## config.mk

```make
export PLATFORM = sky130hd
export DESIGN_NAME = first_nns_seq
export DESIGN_NICKNAME = d
export VERILOG_FILES = /design/src/rtl/first_nns_seq.sv
export SDC_FILE = /design/constraint.sdc
export NUM_CORES = 1
export LEC_CHECK = 0
export ABC_AREA = 1
export CAP_MARGIN = 20
export CORE_MARGIN = 3
export CORE_UTILIZATION = 26
export DETAILED_ROUTE_END_ITERATION = 8
export DONT_BUFFER_PORTS = 1
export GPL_ROUTABILITY_DRIVEN = 1
export SYNTH_ARGS = -nofsm -noshare
export SYNTH_HDL_FRONTEND = slang
export SYNTH_SLANG_ARGS = --single-unit
```

## constraint.sdc

```tcl
create_clock -name clk -period 4.7 [get_ports clk]
set_input_delay 0.235 -clock clk [delete_from_list [all_inputs] [get_ports clk]]
set_output_delay 0.235 -clock clk [all_outputs]
set_load 0.02 [all_outputs]
```

## src/rtl/first_nns_seq.sv

```systemverilog
// Streaming first-nearest-neighbour search: one query, N entries per search.
// Returns the earliest entry with minimum Hamming distance, its index and distance.
module first_nns_seq #(
    parameter int W = 15,
    parameter int N = 32,
    localparam int LOGW = $clog2(W + 1),
    localparam int LOGN = $clog2(N)
) (
    input  logic            clk,
    input  logic            rst,
    input  logic            start,
    input  logic [W-1:0]    g_input,
    input  logic            e_valid,
    input  logic [W-1:0]    e_input,
    output logic            e_ready,
    output logic [W-1:0]    o,
    output logic [LOGN-1:0] o_idx,
    output logic [LOGW-1:0] o_dist,
    output logic            o_valid,
    output logic            busy
);

    typedef enum logic [1:0] {
        IDLE,
        SCAN,
        DONE
    } state_t;

    state_t state, state_nx;

    logic [W-1:0]    q;
    logic [W-1:0]    best_val;
    logic [LOGW-1:0] best_dist;
    logic [LOGN-1:0] best_idx;
    logic [LOGN-1:0] cnt;
    logic [W-1:0]    diff;
    logic [LOGW-1:0] d;
    logic            accept;
    logic            last;

    assign diff   = q ^ e_input;
    assign accept = e_valid && (state == SCAN);
    assign last   = (cnt == LOGN'(N - 1));

    // Single shared popcount; W always fits in LOGW bits
    always_comb begin
        d = '0;
        for (int i = 0; i < W; i++) begin
            d = d + LOGW'(diff[i]);
        end
    end

    always_ff @(posedge clk) begin
        if (rst) begin
            state <= IDLE;
        end else begin
            state <= state_nx;
        end
    end

    always_comb begin
        state_nx = state;
        e_ready  = 1'b0;
        busy     = 1'b0;
        o_valid  = 1'b0;
        unique case (state)
            IDLE: begin
                if (start) begin
                    state_nx = SCAN;
                end
            end
            SCAN: begin
                e_ready = 1'b1;
                busy    = 1'b1;
                if (accept && last) begin
                    state_nx = DONE;
                end
            end
            DONE: begin
                busy     = 1'b1;
                o_valid  = 1'b1;
                state_nx = IDLE;
            end
            default: state_nx = IDLE;
        endcase
    end

    always_ff @(posedge clk) begin
        if (rst) begin
            q         <= '0;
            cnt       <= '0;
            best_val  <= '0;
            best_dist <= '0;
            best_idx  <= '0;
        end else begin
            if (state == IDLE && start) begin
                q   <= g_input;
                cnt <= '0;
            end
            if (accept) begin
                // Strict compare keeps the earliest minimum on ties
                if (cnt == '0 || d < best_dist) begin
                    best_val  <= e_input;
                    best_dist <= d;
                    best_idx  <= cnt;
                end
                if (!last) begin
                    cnt <= cnt + LOGN'(1);
                end
            end
        end
    end

    assign o      = best_val;
    assign o_idx  = best_idx;
    assign o_dist = best_dist;

endmodule
```

==> After elaboration in Yosys (flattened, before gate mapping) <==
Cells that the tools add are included.
{ "op_classes": {"bitwise": 1, "muxes": 9, "n_reduce_logical": 9, "eq_ne": 5, "n_addsub": 15, "n_lt_le_gt_ge": 1} }
{ "ops": {"columns": ["operator", "count"], "rows": [
  ["adder 4 x 1 -> 4 bit", 11],
  ["2-to-1 mux 5 bit", 3],
  ["XOR 15 bit", 1],
  ["adder 5 x 1 -> 5 bit (second input constant)", 1],
  ["equality test 5 bit (second input constant)", 1],
  ["zero test 5 bit", 1],
  ["adder 3 x 1 -> 4 bit", 1],
  ["less-than comparator 4 bit", 1],
  ["2-to-1 mux 2 bit", 2],
  ["case mux 2 bit (2 select lines)", 1],
  ["AND reduction 2 bit", 2],
  ["adder 2 x 1 -> 3 bit", 1],
  ["logical AND 1 bit", 3],
  ["2-to-1 mux 1 bit", 3],
  ["adder 1 x 1 -> 2 bit", 1],
  ["equality test 2 x 1 -> 1 bit (second input constant)", 1],
  ["equality test 2 bit (second input constant)", 1],
  ["zero test 2 bit", 1],
  ["!= test 2 x 1 -> 1 bit (second input constant)", 1],
  ["!= test 2 bit (second input constant)", 1],
  ["OR reduction 2 bit", 1],
  ["logical OR 1 bit", 1]
]} }
{ "word_totals": {"regBits": 46, "inputBits": 34, "elab_cells": 46, "out_inout_bits": 27} }

==> Longest topological paths before layout <==
Gate-level depths: netlist of run 1.
{ "depth": {"ltp_word": 18, "mapped_depth": 23} }

==> Least setup slack after synthesis of run 1 <==
No wires, ideal clock.
{ "synth_timing": {"kind": "flip-flop to flip-flop", "startpoint": "reg q[0]", "endpoint": "reg best_val[10], in the netlist o[10]", "t_arrival_ns": 4.457, "setup_ns": 0.115, "path_stages_with_launch": 23, "period_less_slack_ns": 4.572, "slack_ns": 0.128, "required_ns": 4.585, "cell_sequence": "dfxtp_1 > xnor2_1 > fa_1 > inv_1 > fa_1 > fa_1 > inv_1 > fa_1 > inv_1 > fa_1 > inv_1 > fa_1 > inv_1 > ha_1 > nand2_1 > nand2_1 > nand2_1 > nand2_1 > nand2_2 > buf_2 > nand3_1 > nand2_1 > nor2_1"} }
{ "synth_via": {"elab_chain_len": 18} }
{ "synth_lines": {"columns": ["item", "line", "text"], "rows": [
  ["start: declaration", "31", "logic [W-1:0] q;"],
  ["start signal: assignment", "97", "q <= g_input;"],
  ["XOR 15 bit", "41", "assign diff = q ^ e_input;"],
  ["adder 1 x 1 -> 2 bit", "49", "d = d + LOGW'(diff[i]);"],
  ["adder 2 x 1 -> 3 bit", "49", null],
  ["adder 3 x 1 -> 4 bit", "49", null],
  ["adder 4 x 1 -> 4 bit (11 in a row)", "49", null],
  ["named net d[1]", "37", "logic [LOGW-1:0] d;"],
  ["less-than comparator 4 bit", "102", "if (cnt == '0 || d < best_dist) begin"],
  ["logical OR 1 bit", "102", null],
  ["AND reduction 2 bit (no line)", null, null],
  ["end signal: assignment", "103", "best_val <= e_input;"],
  ["end: declaration", "32", "logic [W-1:0] best_val;"]
]} }
The timed path passes the listed nets, and every way through them passes these cells.
A chain may end at the register's enable or synchronous reset.

==> Worst setup path after layout of run 1 <==
{ "layout_timing": {"startpoint": "reg q[7]", "endpoint": "reg best_dist[2], in the netlist o_dist[2]"} }
{ "layout_via": {"elab_chain_len": 12} }
{ "layout_lines": {"columns": ["item", "line", "text"], "rows": [
  ["XOR 15 bit", "41", null],
  ["adder 4 x 1 -> 4 bit (8 in a row)", "49", null],
  ["named net d[1]", "37", null],
  ["less-than comparator 4 bit", "102", null],
  ["logical OR 1 bit", "102", null],
  ["AND reduction 2 bit (no line)", null, null],
  ["end signal: assignment", "93", "best_dist <= '0;"],
  ["end signal: assignment", "104", "best_dist <= d;"],
  ["end: declaration", "33", "logic [LOGW-1:0] best_dist;"]
]} }
The timed path passes the listed nets, and every way through them passes these cells.

==> flow_summary.yaml, run 1 <==
run_status:
  status: "finished clean"
yosys:
  synth_cell_type_count: 20
  synth_area_mm2: 0.00247
  syn_nets: 384
  synth-seq-area-share: 0.372
  synth-seq-cells: 46
  synth_cells: 328
  synth.avg_cell_area_um2: 7.54
  yosysWarnings: 0
worst_setup_path:
  crit_required_ns: 4.90
  crit_chain: "xor2_1 -> fa_1 -> fa_2 -> fa_1 -> inv_2 -> fa_1 -> inv_2 -> fa_2 -> inv_2 -> fa_2 -> inv_2 -> ha_1 -> nand2_1 -> nand2_1 -> nand2_1 -> nand2_2 -> nand2_8 -> clkbuf_16 -> nand3_1 -> nand2_1 -> nor2_1"
  reg2reg_depth: 21
  crit_path_end_kind: "flip-flop"
  critPathKind: "flip-flop to flip-flop"
  worstSetupStartpointType: "flip-flop"
  critical_path_depth: 21
  cp_num_buf_inv: 5
  crit_family: "adder cells"
  slowest_stage: "fa_1"
  slowest_delay_ns: 0.58
  worst-path-max-fanout: 7
  cp_data_arrival_time_ns: 4.83
timing:
  worst_pin_slew_ns: 0.565
  rsz0062_at_grt: "yes"
  setup_violations: 0
  fin_worst_skew_ns: 0.00894
  slew_headroom: 0.623
  finalCritPeriodShare: 0.986
  drv_slew: 0
  finalCriticalPeriod_ns: 4.63
  max_freq_mhz: 216
  hold_viol_final: 0
global_routing:
  first_global_vias: 1899
  gr-total-overflow: 0
  grt_max_degree: 49
  antenna_found_initial: 2
  grt_usage: 0.117
  grt_first_pass_wirelength_um: 10200
floorplan:
  core_area_mm2: 0.00898
  start_util: 0.275
  dieHeight_um: 104
  pin_count: 61
  dieArea_mm2: 0.0107
  fp.dieW_um: 104
  rows: 34
placement:
  gp_congestion: 0.754
  dp_hpwl_um: 4530
  portBuffers: 0
  dpl-instance-area_mm2: 0.00260
route:
  vias: 2005
  routed_wl_um: 6350
  wl_per_cell_um: 13.8
  ant_nets: 0
  drt_iter0_drc: 56
  firstDrtPassIters: 4
  via_per_inst: 4.35
  drc_errors: 0
clock_network:
  clk_latency_ns: 0.30
  root_buffer: "clkbuf_8"
  cts_buffers: 5
  cts_tree: "done"
  clkSinkCount: 46
  htree_num_levels: 2
  clkSlewWorstSetupHoldPaths_ns: 0.09
  clock_path_buffers: 2
worst_hold_path:
  hold_class: "primary input to flip-flop"
  min_path_cells: 2
finish:
  syn_to_final_growth_pct: 20.6
  final_area_mm2: 0.00298
  drive_gt1_frac: 0.146
  fillers: 980
  nNetsFinal: 391
  n_antenna_cell: 0
  final_util: 0.332
job:
  drv_cap: 0
-- final timing paths --
path | from | end | slack (ns)
max | q[7] | o_dist[2] | 0.07
min | g_input[1] | q[1] | 0.11
max reg2reg | q[7] | o_dist[2] | 0.07
min reg2reg | cnt[3] | cnt[3] | 0.47
-- registers in the layout, indices dropped and copies added (netlist names) --
signal  cells
cnt         5
state       2
o_dist      4
q          15
o          15
o_idx       5
-- layer usage --
| metal | global-route usage | part of all wire | up-vias |
|---|---|---|---|
| met3 | 0.0379 | 0.056 | 9 |
| met1 | 0.135 | 0.40 | 924 |
| met4 | 0.0256 | 0.0082 | 4 |
| li1 | - | - | 1033 |
| met5 | 0 | 0.0063 | - |
| met2 | 0.209 | 0.53 | 35 |
-- worst reg2reg max path, delay by kind of cell (launching register included) --
kind | cells | cell delay [ns]
simple gates | 8 | 0.60
fa+ha+maj | 7 | 3.07
flops | 1 | 0.33
buf+inv | 5 | 0.39
xor+xnor | 1 | 0.17
-- placed cells by master (no fill, tap or decap), types with 3 or more instances in the layout --
master,Yosys,final
nand3_2,0,3
dfxtp_2,0,4
xor2_1,11,9
nand3_1,25,22
inv_1,46,42
dfxtp_1,46,42
clkbuf_8,0,6
a21oi_1,32,28
nand2_1,39,37
ha_1,12,11
o21ai_0,22,22
nor2_1,58,58
xnor2_1,5,3
inv_2,0,4
fa_2,0,4
a21oi_2,0,4
fa_1,10,6
buf_4,0,9
-- what timing repair did --
item                                   in CTS  in global routing
resized for setup                          12                 18
hold buffers                                0                  1
gates cloned                                2                  2
pin swaps                                   7                  5
endpoints found under the hold margin       0                  1
buffers inserted                            6                  1
setup endpoints to repair                  24                 24
-- logic make-up (layout without fill, tap and decap cells) --
family,Yosys count,count (layout),synth area share
AND/OR/NAND/NOR,124,124,0.203
buffers and inverters,63,70,0.108
flip-flops,46,46,0.372
XOR/XNOR,16,16,0.0567
adder cells (fa/ha/maj),22,22,0.142
AO/OA/AOI/OAI,57,57,0.118
-- synth_stat cells --
cell / n / area, µm²
clkinv_1: 1 / 3.75
nand3_1: 25 / 125
nand2_2: 1 / 6.26
xor2_1: 11 / 96.3
a21o_1: 1 / 7.51
buf_2: 6 / 30.0
o21ai_0: 22 / 110
nand4_1: 1 / 6.26
a21oi_1: 32 / 160
ha_1: 12 / 150
dfxtp_1: 46 / 921
nor2_1: 58 / 218
nand2_1: 39 / 146
fa_1: 10 / 200
a211oi_1: 1 / 7.51
a22oi_1: 1 / 7.51
clkbuf_1: 7 / 26.3
xnor2_1: 5 / 43.8
inv_1: 46 / 173
buf_6: 3 / 33.8
-- area by class of cell --
class	instances	area, µm²	share of cell area
Multi-Input combinational cell	219	1390	0.465
Sequential cell	46	926	0.311
Timing Repair Buffer	16	223	0.0747
Inverter	47	176	0.0592
Tap cell	126	158	0.0529
Clock buffer	6	82.6	0.0277
Clock inverter	1	30.0	0.0101
-- metrics by stage --
stage	hold slack [ns]	cells	setup WS [ns]	TNS, ns
after CTS	0.00223	457	0.0215	0
final	0.111	461	0.0663	0
after global placement	0.316	443	0.00113	0
after detailed placement	0.321	443	-0.107	-1.90
after floorplan	0.313	328	0.128	0
after global routing	0.113	461	-0.137	-2.74
Power of run 1 is left out: the tool's default activity adds up to more than one toggle a clock period on the data nets, which glitch-free logic cannot reach.
==> run 2: changes to the inputs <==
- SETUP_SLACK_MARGIN: not set -> 0.1
==> run 2 against run 1 <==
  * Routed wire length fell by 1.1%
  * Die area is the same
  * Register-to-register slack got worse by 0.06 ns
  * Count of clock-buffer cells in the layout did not move
==> flow_summary.yaml, run 2 (synthesis gave the netlist of run 1 again) <==
run_status:
  status: "finished clean"
finish:
  final_common_cell: "nor2_1"
  multi_input_area_mm2: 0.00138
  fillers: 976
  n_antenna_cell: 0
  instances_no_fill: 463
  drive_gt1_frac: 0.160
  nNetsFinal: 393
  regArea_um2: 926
  syn_to_final_growth_pct: 21.2
  final_cell_mix: "58 x nor2_1, 43 x inv_1, 42 x dfxtp_1"
  final_util: 0.334
clock_network:
  cts_tree: "done"
  clkSinkCount: 46
  htree_num_levels: 2
  clkSlewWorstSetupHoldPaths_ns: 0.09
  clock_path_buffers: 2
  clk_latency_ns: 0.29
  cts_buffers: 5
  root_buffer: "clkbuf_8"
job:
  drv_cap: 0
global_routing:
  grt_max_degree: 49
  first_global_vias: 1933
  grt_usage: 0.117
  antenna_found_initial: 2
  gr-total-overflow: 0
  grt_first_pass_wirelength_um: 10300
worst_setup_path:
  worstSetupStartpointType: "flip-flop"
  worst-path-max-fanout: 7
  critical_path.most_common_cell: "fa_1"
  rrSetupSlack_ns: 0.005
  crit_family: "adder cells"
  cp_data_arrival_time_ns: 4.89
  slowest_delay_ns: 0.54
  slowest_stage: "fa_1"
  crit_chain: "xnor2_2 -> fa_1 -> inv_1 -> fa_1 -> fa_1 -> inv_2 -> fa_1 -> inv_2 -> fa_2 -> inv_2 -> fa_2 -> xor2_2 -> inv_1 -> ha_1 -> nand2_1 -> inv_1 -> nand2_2 -> nand2_2 -> nand2_4 -> buf_12 -> clkbuf_16 -> a21oi_1 -> nor2_1"
  crit_required_ns: 4.90
  crit_path_end_kind: "flip-flop"
  cp_num_buf_inv: 8
  critPathKind: "flip-flop to flip-flop"
placement:
  place_ws_ns: -0.107
  portBuffers: 0
  gp_congestion: 0.754
  dp_cells: 443
  dp_hpwl_um: 4530
floorplan:
  start_util: 0.275
  pin_count: 61
  core_area_mm2: 0.00898
  dieHeight_um: 104
  fp.dieW_um: 104
  dieArea_mm2: 0.0107
  rows: 34
route:
  vias: 2029
  firstDrtPassIters: 4
  drc_errors: 0
  drt_iter0_drc: 76
  ant_nets: 0
  via_per_inst: 4.38
  wl_per_cell_um: 13.6
  routed_wl_um: 6280
timing:
  setup_ws_ns: 0.00496
  setup_violations: 0
  fin_worst_skew_ns: 0.00592
  rsz0062_at_grt: "yes"
  worst_pin_slew_ns: 0.591
  finalCriticalPeriod_ns: 4.70
  slew_headroom: 0.606
  tns_ns: 0
  finalCritPeriodShare: 0.999
  max_freq_mhz: 213
  hold_viol_final: 0
  drv_slew: 0
worst_hold_path:
  hold_class: "primary input to flip-flop"
-- run 2: changes by cell type in the layout (fill, tap and decap cells not counted), moves of 2 or more --
cell,previous run,this run
a21oi_1,28,17
a21oi_2,4,15
nand3_1,22,25
nand3_2,3,0
buf_12,2,4
fa_1,6,8
fa_2,4,2
-- run 2: layer usage --
| layer | vias up | track usage | wire length (µm) |
|---|---|---|---|
| met5 | - | 0 | 14 |
| met4 | 4 | 0.0256 | 74 |
| met3 | 11 | 0.0379 | 388 |
| met2 | 35 | 0.213 | 3270 |
| met1 | 941 | 0.135 | 2540 |
| li1 | 1038 | - | - |
-- run 2: per-stage QoR --
step	area [µm²]	hold WS (ns)
2_1_floorplan	2470	0.313
4_1_cts	2920	0.00223
6_report	3000	0.109
5_1_grt	3000	0.113
3_3_place_gp	2600	0.316
3_5_place_dp	2600	0.321
-- run 2: repair_timing --
action	CTS	global route
setup buffers	8	1
hold endpoints to repair	0	1
gates resized for setup	21	11
pin swaps	7	8
hold buffers	0	1
setup endpoints to repair	24	24
gates cloned	2	1
-- run 2: path summary, 6_finish.rpt --
check,start,endpoint,cells after the start
max,q[0],o_dist[1],23
min,g_input[1],q[1],2
max reg2reg,q[0],o_dist[1],23
min reg2reg,cnt[3],cnt[3],1
-- run 2: worst register-to-register path, cell delays in order, from the launching register on --
cell and delay (ns):
dfxtp_2 0.34, xnor2_2 0.13, fa_1 0.53, inv_1 0.05, fa_1 0.48, fa_1 0.51, inv_2 0.04, fa_1 0.54
inv_2 0.04, fa_2 0.34, inv_2 0.07, fa_2 0.22, xor2_2 0.15, inv_1 0.06, ha_1 0.27, nand2_1 0.05
inv_1 0.07, nand2_2 0.06, nand2_2 0.07, nand2_4 0.09, buf_12 0.15, clkbuf_16 0.16, a21oi_1 0.12, nor2_1 0.06
-- run 2: cell type report --
| cell class | count | area share |
|---|---|---|
| multi-input cells | 219 | 0.460 |
| flip-flops and latches | 46 | 0.309 |
| repair buffers | 18 | 0.0818 |
| inverters | 47 | 0.0589 |
| well taps | 126 | 0.0526 |
| clock buffers | 6 | 0.0276 |
| clock inverters | 1 | 0.0100 |
Power of run 2 is left out for the same reason.
==> run 3: changes to the inputs <==
--- a/config.mk
+++ b/config.mk
@@ -9,5 +9,5 @@
 export CAP_MARGIN = 20
 export CORE_MARGIN = 3
-export CORE_UTILIZATION = 26
+export CORE_UTILIZATION = 45
 export DETAILED_ROUTE_END_ITERATION = 8
 export DONT_BUFFER_PORTS = 1
==> constraint.sdc (replaced) <==
create_clock -name clk -period 4.7 [get_ports clk]
set_input_delay 0.705 -clock clk [delete_from_list [all_inputs] [get_ports clk]]
set_output_delay 0.705 -clock clk [all_outputs]
set_load 0.02 [all_outputs]
==> run 3 against run 2 <==
  * Setup slack better by 0.041 ns
  * Fmax up 0.87%
  * Via count down 2.3%
  * Die area down 40%
  * Flip-flop and latch count unchanged
  * Critical path type is now primary input to flip-flop
  * Largest cell class unchanged
==> flow_summary.yaml, run 3 (synthesis gave the netlist of run 1 again) <==
global_routing:
  gr-total-overflow: 0
  antenna_found_initial: 0
  grt_usage: 0.178
  grt_max_degree: 49
  first_global_vias: 1919
  grt_first_pass_wirelength_um: 8970
floorplan:
  dieArea_mm2: 0.00642
  fp.dieW_um: 80.1
  rows: 26
  start_util: 0.475
  core_area_mm2: 0.00520
  pin_count: 61
  dieHeight_um: 80.1
worst_setup_path:
  worst-path-max-fanout: 5
  cp_data_arrival_time_ns: 4.85
  critPathKind: "primary input to flip-flop"
  crit_path_end_kind: "flip-flop"
  slowest_stage: "fa_1"
  worstSetupStartpointType: "primary input"
  slowest_delay_ns: 0.51
  crit_required_ns: 4.90
  crit_chain: "xor2_4 -> fa_1 -> fa_1 -> fa_1 -> inv_2 -> fa_1 -> inv_2 -> fa_2 -> inv_2 -> fa_2 -> xor2_2 -> inv_1 -> ha_1 -> nand2_1 -> inv_1 -> nand2_1 -> nand2_2 -> nand2_4 -> buf_12 -> clkbuf_16 -> a21oi_2 -> nor2_1"
  critical_path.most_common_cell: "fa_1"
  reg2reg_depth: 22
timing:
  fin_worst_skew_ns: 0.00636
  finalCriticalPeriod_ns: 4.65
  hold_viol_final: 0
  max_freq_mhz: 215
  finalCritPeriodShare: 0.990
  worst_pin_slew_ns: 1.00
  rsz0062_at_grt: "yes"
  drv_slew: 0
  timing.hold.ws_ns: 0.463
  slew_headroom: 0.329
  setup_violations: 0
route:
  routed_wl_um: 5330
  wl_per_cell_um: 13.3
  ant_nets: 0
  drc_errors: 0
  drt_iter0_drc: 102
  via_per_inst: 4.94
  vias: 1982
  firstDrtPassIters: 5
clock_network:
  clk_latency_ns: 0.30
  clock_path_buffers: 2
  cts_tree: "done"
  htree_num_levels: 2
  clkSlewWorstSetupHoldPaths_ns: 0.09
  clkSinkCount: 46
  cts_hold_buf: 0
  root_buffer: "clkbuf_8"
  cts_buffers: 5
finish:
  final_cell_mix: "58 x nor2_1, 45 x dfxtp_1, 41 x inv_1"
  drive_gt1_frac: 0.166
  fillers: 520
  n_antenna_cell: 0
  syn_to_final_growth_pct: 17.5
  nNetsFinal: 386
  final_util: 0.558
  instances_no_fill: 401
  final_common_cell: "nor2_1"
placement:
  portBuffers: 0
  dp_hpwl_um: 3790
  dp_cells: 389
  gp_congestion: 0.790
worst_hold_path:
  min_path_cells: 1
  hold_class: "flip-flop to flip-flop"
job:
  drv_cap: 0
run_status:
  status: "finished clean"
[run 3: cell type report]
type,count,area [µm²],share of cell area
Multi-Input combinational cell,219,1430,0.493
Inverter,47,176,0.0607
Clock buffer,7,96.3,0.0332
Sequential cell,46,922,0.318
Clock inverter,1,8.76,0.00302
Tap cell,70,87.6,0.0302
Timing Repair Buffer,11,181,0.0625
[run 3: worst paths after layout]
| check | startpoint | to | slack, ns |
|---|---|---|---|
| max reg2reg | q[5] | o[8] | 0.11 |
| min reg2reg | cnt[3] | cnt[3] | 0.46 |
| max | e_input[5] | o[8] | 0.05 |
| min | cnt[3] | cnt[3] | 0.46 |
[run 3: timing repair]
action                                  4_1_cts  5_1_grt
gates resized for setup                       4       10
cloned                                        1        1
pin swaps                                     2        2
endpoints found under the setup margin       24       24
endpoints found under the hold margin         0        0
buffers inserted                              1        0
[run 3: worst max-delay path, delay by kind of cell]
family | cells | cell delay (ns)
buffers and inverters | 7 | 0.55
XOR/XNOR | 2 | 0.32
AO/OA/AOI/OAI | 1 | 0.11
adder cells (fa/ha/maj) | 7 | 2.84
AND/OR/NAND/NOR | 5 | 0.32
[run 3: through the flow]
stage | setup TNS (ns) | setup slack (ns) | cell area, µm²
detailed placement | -7.18 | -0.339 | 2640
finish | 0 | 0.0456 | 2900
CTS | 0 | 0.0275 | 2800
global route | -3.53 | -0.175 | 2900
global placement | -5.99 | -0.288 | 2640
floorplan | -0.709 | -0.0516 | 2570
[run 3: layer usage]
layer / wire (µm) / global-route usage / vias to the layer above
met5: 0 / 0 / -
met4: 52 / 0.0507 / 0
met3: 300 / 0.0437 / 5
met2: 2540 / 0.291 / 49
met1: 2430 / 0.232 / 905
li1: - / - / 1023
Power of run 3 is left out for the same reason.
